[src/rtl/laser_point_buffer.sv]
// laser_point_buffer: captures one frame of NUM_PTS (X,Y) points and serves registered random-access reads.
// Ports:
//    clk, rst          rising-edge clock, asynchronous active-high reset
//    x, y              point coordinates, sampled every edge while loading
//    solver_done       pulse in READY that re-arms loading for the next frame
//    rd_addr           read index; rd_x/rd_y return mem[rd_addr] one cycle later (0 when out of range)
//    loaded            full frame stored and readable
//    frame_cnt         completed frames, wraps modulo 256
// Optional LASER_PTBUF_BITMAP_EN adds row_sel/row_bits: a 16x16 occupancy bitmap of the frame,
// row_bits[i] = point present at (x=i, y=row_sel), registered one cycle after row_sel.
module laser_point_buffer #(
   parameter int NUM_PTS = 40,
   parameter int CW = 4,
   parameter int AW = 6
) (
   input  logic          clk,
   input  logic          rst,
   input  logic [CW-1:0] x,
   input  logic [CW-1:0] y,
   input  logic          solver_done,
   input  logic [AW-1:0] rd_addr,
`ifdef LASER_PTBUF_BITMAP_EN
   input  logic [CW-1:0] row_sel,
   output logic [15:0]   row_bits,
`endif
   output logic [CW-1:0] rd_x,
   output logic [CW-1:0] rd_y,
   output logic          loaded,
   output logic [7:0]    frame_cnt
);
   localparam logic [AW-1:0] LAST = AW'(NUM_PTS - 1);
   typedef enum logic {LOAD, READY} state_t;
   state_t state, state_nx;
   logic [AW-1:0] wr_ptr, wr_ptr_nx;
   logic [2*CW-1:0] mem [2**AW];
   logic last;
   always_comb begin
      last = wr_ptr == LAST;
      state_nx = state == LOAD ? (last ? READY : LOAD) : (solver_done ? LOAD : READY);
      wr_ptr_nx = state == LOAD ? (last ? '0 : wr_ptr + 1'b1) : wr_ptr;
   end
   always_ff @(posedge clk or posedge rst) begin
      if (rst) begin
         state <= LOAD;
         wr_ptr <= '0;
         frame_cnt <= '0;
         rd_x <= '0;
         rd_y <= '0;
      end else begin
         state <= state_nx;
         wr_ptr <= wr_ptr_nx;
         if (state == LOAD && last) frame_cnt <= frame_cnt + 8'd1;
         rd_x <= rd_addr <= LAST ? mem[rd_addr][2*CW-1:CW] : '0;
         rd_y <= rd_addr <= LAST ? mem[rd_addr][CW-1:0] : '0;
      end
   end
   assign loaded = state == READY;
   // Memory is not reset; the nonblocking write gives read-before-write on a shared index.
   always_ff @(posedge clk) begin
      if (state == LOAD) mem[wr_ptr] <= {x, y};
   end
`ifdef LASER_PTBUF_BITMAP_EN
   logic [15:0][15:0] bitmap;
   always_ff @(posedge clk or posedge rst) begin
      if (rst) begin
         bitmap <= '0;
         row_bits <= '0;
      end else begin
         if (state == READY && solver_done) bitmap <= '0;
         else if (state == LOAD) bitmap[y][x] <= 1'b1;
         row_bits <= bitmap[row_sel];
      end
   end
`endif
endmodule

[config.mk]
export PLATFORM = sky130hd
export DESIGN_NAME = laser_point_buffer
export DESIGN_NICKNAME = d
export VERILOG_FILES = /design/src/rtl/laser_point_buffer.sv
export SDC_FILE = /design/constraint.sdc
export NUM_CORES = 1
export LEC_CHECK = 0
export ABC_CLOCK_PERIOD_IN_PS = 3070
export BUFFER_PORTS_ARGS = -buffer_cell sky130_fd_sc_hd__buf_4
export CORE_MARGIN = 2
export CORE_UTILIZATION = 55
export DETAILED_ROUTE_END_ITERATION = 10
export PLACE_DENSITY = 0.72
export SYNTH_ARGS = -nofsm -noshare
export SYNTH_HDL_FRONTEND = slang
export SYNTH_SLANG_ARGS = --single-unit
[constraint.sdc]
create_clock -name clk -period 3.07 [get_ports clk]
set_input_delay 0.7675 -clock clk [delete_from_list [all_inputs] [get_ports clk]]
set_output_delay 0.7675 -clock clk [all_outputs]
set_load 0.005 [all_outputs]
Word level (Yosys, flattened, before mapping)
Memory sizes are Yosys's and may differ from the RTL's.
Index checks and enable logic that the tools add are counted.
{"block": "word_totals", "reg_bits": 23, "latch_bits": 0, "ram_bits": 512, "mem_bits_ro": 0, "out_inout_bits": 17, "word_cells": 19, "memories": 1}
{"memory": "mem", "words": 64, "width": 8, "rd": 1, "rd_clocked_by_memory_dff": 0, "wr": 1, "line": "35", "rtl": "logic [2*CW-1:0] mem [2**AW];"}
{"block": "op_classes", "n_addsub": 2, "multipliers": 0, "div_mod_pow": 0, "magnitude_cmp": 1, "eq_ne": 1, "n_shift": 0, "muxes": 7, "bitwise": 1, "n_reduce_logical": 1}
{"cell": "8-bit by 1-bit adder with 8-bit output (second input constant)", "n": 1}
{"cell": "4-bit two-way mux", "n": 2}
{"cell": "6-bit by 1-bit adder with 6-bit output (second input constant)", "n": 1}
{"cell": "6-bit == test (second input constant)", "n": 1}
{"cell": "6-bit <= comparator (second input constant)", "n": 1}
{"cell": "6-bit two-way mux", "n": 1}
{"cell": "1-bit two-way mux", "n": 4}
{"cell": "1-bit logical AND", "n": 1}
{"cell": "1-bit inverter", "n": 1}

Longest topological paths before layout
Gate-level depths: netlist of run 1.
{"block": "logic_depth", "ltp_word": 3, "ltp_mapped": 8}

Worst setup path before layout of run 1
Ideal clock, no wire load.
{"block": "synth_timing", "path_type": "input port to flip-flop", "from": "input port rd_addr[0]", "to": "register rd_x[0]", "setup_ps": 119, "arrival_ps": 2125, "required_ps": 2951, "slack_ps": 826, "stages": 6, "n_path_buf": 2, "cell_sequence": "buf_6 -> buf_6 -> mux4_2 -> a221oi_1 -> a21oi_1 -> o21a_1"}
{"block": "synth_between", "elab_chain_len": 2, "elab_cells_between_ends": 3}
{"item": "start: declaration", "line": "21", "rtl": "input logic [AW-1:0] rd_addr,"}
{"item": "memory 64 x 8 bit / 6-bit <= comparator (equally long branches)"}
{"item": "4-bit two-way mux *", "line": "53", "rtl": "rd_x <= rd_addr <= LAST ? mem[rd_addr][2*CW-1:CW] : '0;"}
{"item": "end signal: assignment", "line": "53"}
{"item": "end: declaration", "line": "26", "rtl": "output logic [CW-1:0] rd_x,"}
Every way passes the cells marked *; elsewhere a longest branch is shown, timed or not.
A chain may end at the register's enable or synchronous reset.

Final worst setup path of run 1
{"block": "layout_timing", "from": "register state, in the netlist loaded", "to": "memory mem[26][4] (netlist name) (enable)"}
{"block": "layout_between", "elab_chain_len": 1}
{"item": "start: declaration", "line": "33", "rtl": "state_t state, state_nx;"}
{"item": "start signal: assignment", "line": "50", "rtl": "state <= state_nx;"}
{"item": "1-bit two-way mux (not written as such)", "line": "60", "rtl": "if (state == LOAD) mem[wr_ptr] <= {x, y};"}
{"item": "end: declaration", "line": "35"}
Every way passes these cells.

==> impl_results.md, run 1 <==
- Post-CTS Hold Buffers: 0
- Crit path capture type: register
- Dominant synthesized flop cell: edfxtp_1
- DP Worst Slack: 0.3337 ns
- Worst-path clk slew: 0.06 ns
- Placer Congestion: 0.8064
- Min-delay src: solver_done
- Clock root buffer master: clkbuf_16
- Mapped Area: 0.01347 mm^2
- Warnings, synthesis: 0
- Drt drc: 0
- Fill count: 1587
- Vert. Die Dim: 160.5 um
- Site Rows: 57
- Share of Yosys cell area claimed by the top area cell type: 71.32%
- Final WL: 28.60 mm
- CTS tree: yes
- Slew Limit Fails: 0
- Post-synth ARST share: 6.706%
- N_diodes: 0
- DRT antenna net count: 0
- Pwr/cell area: 719.8 mW/mm^2
- Vias in the first global route: 6808
- Hpwl dp: 17.84 mm
- Max VDD drop: 0.0004689 V
- Largest net degree at the start of global routing: 41
- Tot GR Track Use: 22.93%
- Number of I/O pins: 34
- Fmax: 0.4251 GHz
- WHS Endpoint: loaded
- Synth cell count leaders: 320 x edfxtp_1, 51 x mux4_2, 45 x nor2_1, 42 x mux2i_1, 23 x dfrtp_1
- Post-route minimum period: 2.352 ns
- Data arrival time of the critical path: 2.48 ns
- Total Neg Setup Slack: 0 ns
- Largest cells by area after synthesis: edfxtp_1 71%, mux4_2 8.5%, dfrtp_1 4.3%
- RR Endpoint: mem[26][4]
- First-pass detailed-route iteration total: 5
- Num CTS Buffers: 35
- Crit path required time: 3.20 ns
- PostCTS Resize Cnt: 0
- Worst reg-to-reg path cell count: 3
- # Post-CTS Setup Buffers: 0
- Total core area: 0.02418 mm^2
- Syn Area/Cell: 20.41 um^2
- Vias: 6686
- Via/cell ratio: 6.302
- Cell with the most instances after synthesis: edfxtp_1
- Avg WL per Cell: 26.96 um
- Die ar.: 0.02576 mm^2
- Setup violators final: 0
- Starting Density: 55.73%
- Chip width: 160.5 um
- Crit Reg-Reg Startpoint: loaded
- Clk sinks: 343
- Post-synth top area cell: edfxtp_1
- Hold Fails Final Rpt: 0
- Setup ws final: 0.7176 ns
- Relative slew slack: 23.22%
- FF-to-FF setup slack: 0.72 ns
- Mapped Cells: 660
- Unrepaired setup endpoints after global routing: false
- Synthesized net count: 679
- Least-Margin Pin Slew: 1.148 ns
- Crit Path Class: register to register
- Setup Skew: 0.01992 ns
- Leakage power: 5.049 nW
- Worst hold path type: primary input to register
- Area grow syn2layout: 12.59%
- Nets: 731
- H-tree Lvls: 2
- CP Max Fanout: 8
- Synthesized flop and latch total: 343
- Hold depth: 2
- Synth cell types: 48
- Remaining global-route overflow: 0
- Max-capacitance violation count: 0
- First-pass GRT wire length: 43.06 mm
- DRT iter0 DRCs: 759
- Critical path launch point type: register
- Worst skew pair latency: 0.52 ns
- EDFF count, synth: 320
- Longest Clk Path Bufs: 3
- Status: finished, final reports clean
- Layout cells sized above 1: 21.44%
- Port buffer count: 33
- Crit share post-route: 76.63%
- Post-synthesis sequential area ratio: 75.59%
- Antenna violations before repair: 0
-- through the flow --
step | utilization [%] | hold WS [ns] | std cells | area [um^2] | power (mW)
floorplan | - | 0.4683 | 660 | 13470 | 6.535
finish | 62.74 | 0.4623 | 1061 | 15170 | 10.92
detailed placement | 58.30 | 0.4702 | 999 | 14100 | 7.033
global route | 62.74 | 0.4533 | 1061 | 15170 | 11.27
CTS | 62.74 | 0.4530 | 1061 | 15170 | 10.96
global placement | 58.30 | 0.4603 | 999 | 14100 | 6.962
-- metal layers --
| layer | GRT usage, % | part of all wire (%) | vias to the layer above |
|---|---|---|---|
| met5 | 0 | 0 | - |
| met1 | 32.53 | 41 | 3491 |
| li1 | - | - | 2823 |
| met2 | 36.95 | 49 | 324 |
| met4 | 7.617 | 2.7 | 0 |
| met3 | 3.926 | 7.2 | 48 |
-- cell families after synthesis --
group,count (synthesis),share of synthesized area [%]
AOI/OAI and AO/OA,57,3.139
xor gates and xnor gates,10,0.6501
adders and majority gates,2,0.1857
buffers and inverters,38,1.690
DFF,343,75.59
muxes,117,15.55
and+or+nand+nor,93,3.195
-- power by group --
group | switching (mW) | internal, mW
clock network | 1.69 | 2.28
logic | 0.801 | 0.418
registers | 0.166 | 5.56
-- worst max path at each step --
| stage | start | cells past startpoint | slack (ns) | end |
|---|---|---|---|---|
| final | loaded | 3 | 0.72 | mem[26][4] |
| after global routing | loaded | 3 | 0.63 | mem[26][3] |
| after CTS | loaded | 3 | 0.84 | mem[26][5] |
| after detailed placement | rd_addr[2] | 7 | 0.33 | rd_x[1] |
| after global placement | rd_addr[2] | 7 | 0.35 | rd_x[1] |
| after floorplan | rd_addr[0] | 6 | 0.83 | rd_x[0] |
-- critical path, stage by stage (launching register included) --
cell and delay [ns]:
dfrtp_1 0.45, nor2_1 0.28, nand2_1 0.29, nor2_1 0.95
-- cell usage in the layout, fill, tap and decap left out, types with 3 or more instances in the layout --
| cell type | count |
|---|---|
| clkbuf_16 | 36 |
| nor2_1 | 45 |
| nand2_1 | 17 |
| a21oi_1 | 8 |
| o211ai_1 | 3 |
| a32oi_1 | 5 |
| a31oi_1 | 6 |
| mux2i_1 | 42 |
| o21a_1 | 5 |
| nand4_1 | 3 |
| inv_1 | 4 |
| edfxtp_1 | 320 |
| a22oi_1 | 16 |
| and2_1 | 3 |
| clkinv_1 | 11 |
| clkbuf_1 | 6 |
| mux2_2 | 7 |
| mux4_1 | 17 |
| dfrtp_1 | 23 |
| buf_4 | 44 |
| buf_12 | 5 |
| nor2b_1 | 8 |
| mux4_2 | 51 |
| nand3_1 | 5 |
| xnor2_1 | 8 |
| a221oi_1 | 5 |
-- layout make-up --
| cell class | instances | area (um^2) | area share [%] |
|---|---|---|---|
| flip-flops and latches | 343 | 10180 | 67.14 |
| clock inverters | 18 | 122.6 | 0.8083 |
| clock buffers | 44 | 950.9 | 6.269 |
| multi-input cells | 279 | 3060 | 20.17 |
| well taps | 324 | 405.4 | 2.672 |
| repair buffers | 49 | 430.4 | 2.837 |
| inverters | 4 | 15.01 | 0.09898 |
-- sequential cells by signal, summed over array words and instances (netlist names) --
register and count:
rd_x 4, rd_y 4, wr_ptr 6, mem 320, frame_cnt 8, loaded 1
No activity file was read; power rests on OpenSTA's default activity.
==> inputs of run 2 (changes only) <==
ABC_CLOCK_PERIOD_IN_PS = 2100   (was 3070)
CORE_UTILIZATION = 53   (was 55)
clock period = 2.1 ns   (was 3.07 ns; I/O delays follow)
==> run 2 against run 1 <==
  * Utilization is 0.63 points higher
  * Register-to-register slack worse by 0.47 ns
  * Clock skew is 0.0010 ns lower
  * Die area is 3.7% higher
  * Power is 50% higher
  * Design area is 4.6% higher
  * Sequential power is 46% higher
  * Setup slack worse by 0.51 ns
  * Worst hold slack worse by 0.38 ns
  * Flip-flop and latch count stayed put
  * Non-clock buffer count is 83 higher
==> impl_results.md, run 2 (synthesis results as in run 1) <==
- Commonest non-fill, non-tap cell in the layout: edfxtp_1
- Largest Register: mem
- Least-Margin Pin Slew: 0.5724 ns
- Number of I/O pins: 34
- Worst reg-to-reg path cell count: 4
- WHS: 0.08281 ns
- Crit Reg-Reg Startpoint: mem[31][7]
- Global routing's busiest layer: met2
- Relative slew slack: 61.84%
- # Post-CTS Setup Buffers: 0
- Unrepaired setup endpoints after global routing: false
- Avg WL per Cell: 25.55 um
- Placed cell count: 1088
- Met1 GRT Util: 30.75%
- Status: finished, final reports clean
- Biggest regs: mem: 320 flops, frame_cnt: 8 flops, wr_ptr: 6 flops
- Final WL: 29.33 mm
- Non-Filler Instances: 1148
- Die ar.: 0.02671 mm^2
- Setup Skew: 0.01891 ns
- GR Util met2: 37.94%
- Site Rows: 58
- Most frequent cells in the layout: 320 x edfxtp_1, 124 x buf_4, 51 x mux4_2, 45 x nor2_1, 42 x mux2i_1
- Total core area: 0.02504 mm^2
- Placer Congestion: 0.8740
- Slew Limit Fails: 0
- Starting Density: 53.81%
- CTS tree: yes
- Hold Fails Final Rpt: 0
- PostCTS Resize Cnt: 0
- FF-to-FF setup slack: 0.25 ns
- H-tree Lvls: 2
- Vias in the first global route: 7104
- First-pass GRT wire length: 44.28 mm
- Worst skew pair latency: 0.50 ns
- Via/cell ratio: 6.030
- Crit path required time: 2.49 ns
- DRT iter0 DRCs: 744
- Data arrival time of the critical path: 2.29 ns
- Vias: 6922
- Leakage power: 5.489 nW
- Worst-path clk slew: 0.06 ns
- Pwr/cell area: 1035 mW/mm^2
- Post-route minimum period: 1.893 ns
- Drt drc: 0
- Max-capacitance violation count: 0
- Setup violators final: 0
- CP Max Fanout: 21
- Post-CTS Hold Buffers: 0
- Largest net degree at the start of global routing: 41
- Area grow syn2layout: 17.77%
- Port buffer count: 33
- Clk sinks: 343
- DRT antenna net count: 0
- Nets: 814
- Critical path launch point type: primary input
- Longest Clk Path Bufs: 3
- Crit path capture type: register
- Clock root buffer master: clkbuf_16
- Met3 Resource Use GR: 4.749%
- Chip width: 163.4 um
- Worst hold path type: primary input to asynchronous set/reset pin
- Antenna violations before repair: 0
- Crit Path Class: primary input to register
- Layout cells sized above 1: 29.34%
- Fmax: 0.5282 GHz
- First-pass detailed-route iteration total: 5
- Max VDD drop: 0.0007290 V
- Num CTS Buffers: 35
- Crit share post-route: 90.15%
- Hpwl dp: 19.06 mm
- Tot GR Track Use: 23.03%
- Remaining global-route overflow: 0
- RR Endpoint: rd_x[3]
- Max reg flops: 320
- N_diodes: 0
- Vert. Die Dim: 163.4 um
run 2: layer usage:
layer	up-vias	wire length, um
met5	-	0
met4	0	1010
met3	67	2061
met2	301	14590
met1	3577	11670
li1	2977	-
run 2: worst max path at each step:
stage	start	to	depth (start not counted)
after floorplan	rd_addr[0]	rd_x[0]	6
after global placement	rd_addr[0]	rd_x[3]	6
after detailed placement	rd_addr[0]	rd_x[3]	6
after CTS	rd_addr[0]	rd_x[3]	6
after global routing	loaded	mem[31][3]	4
final	rd_addr[0]	rd_x[3]	6
run 2: stage by stage:
| step | power (mW) | setup WS [ns] | area (um^2) | util (%) | setup TNS [ns] |
|---|---|---|---|---|---|
| global route | 16.93 | 0.1562 | 15870 | 63.38 | 0 |
| detailed placement | 10.57 | -0.3027 | 14760 | 58.97 | -1.502 |
| floorplan | 9.553 | 0.09835 | 13470 | - | 0 |
| global placement | 10.46 | -0.2758 | 14760 | 58.97 | -1.308 |
| finish | 16.42 | 0.2068 | 15870 | 63.38 | 0 |
| CTS | 16.51 | 0.2340 | 15870 | 63.38 | 0 |
run 2: cell type report:
cell class | count | area (um^2)
clock inverter | 10 | 128.9
timing repair buffer | 132 | 1091
fill | 1698 | 9169
sequential | 343 | 10180
multi-input combinational | 279 | 3060
inverter | 4 | 15.01
clock buffer | 50 | 974.7
tap | 330 | 412.9
run 2: report_power, final:
part           total, mW  internal (mW)  switching (mW)
Sequential          8.36           8.12           0.243
Combinational       2.08          0.822            1.26
Clock               5.97           3.59            2.37
Total               16.4           12.5            3.88
run 2: critical path, cell delays in order:
cell      delay (ns)
buf_4           0.14
buf_12          0.20
mux4_2          0.55
a221oi_1        0.57
a21oi_1         0.09
o21a_1          0.20
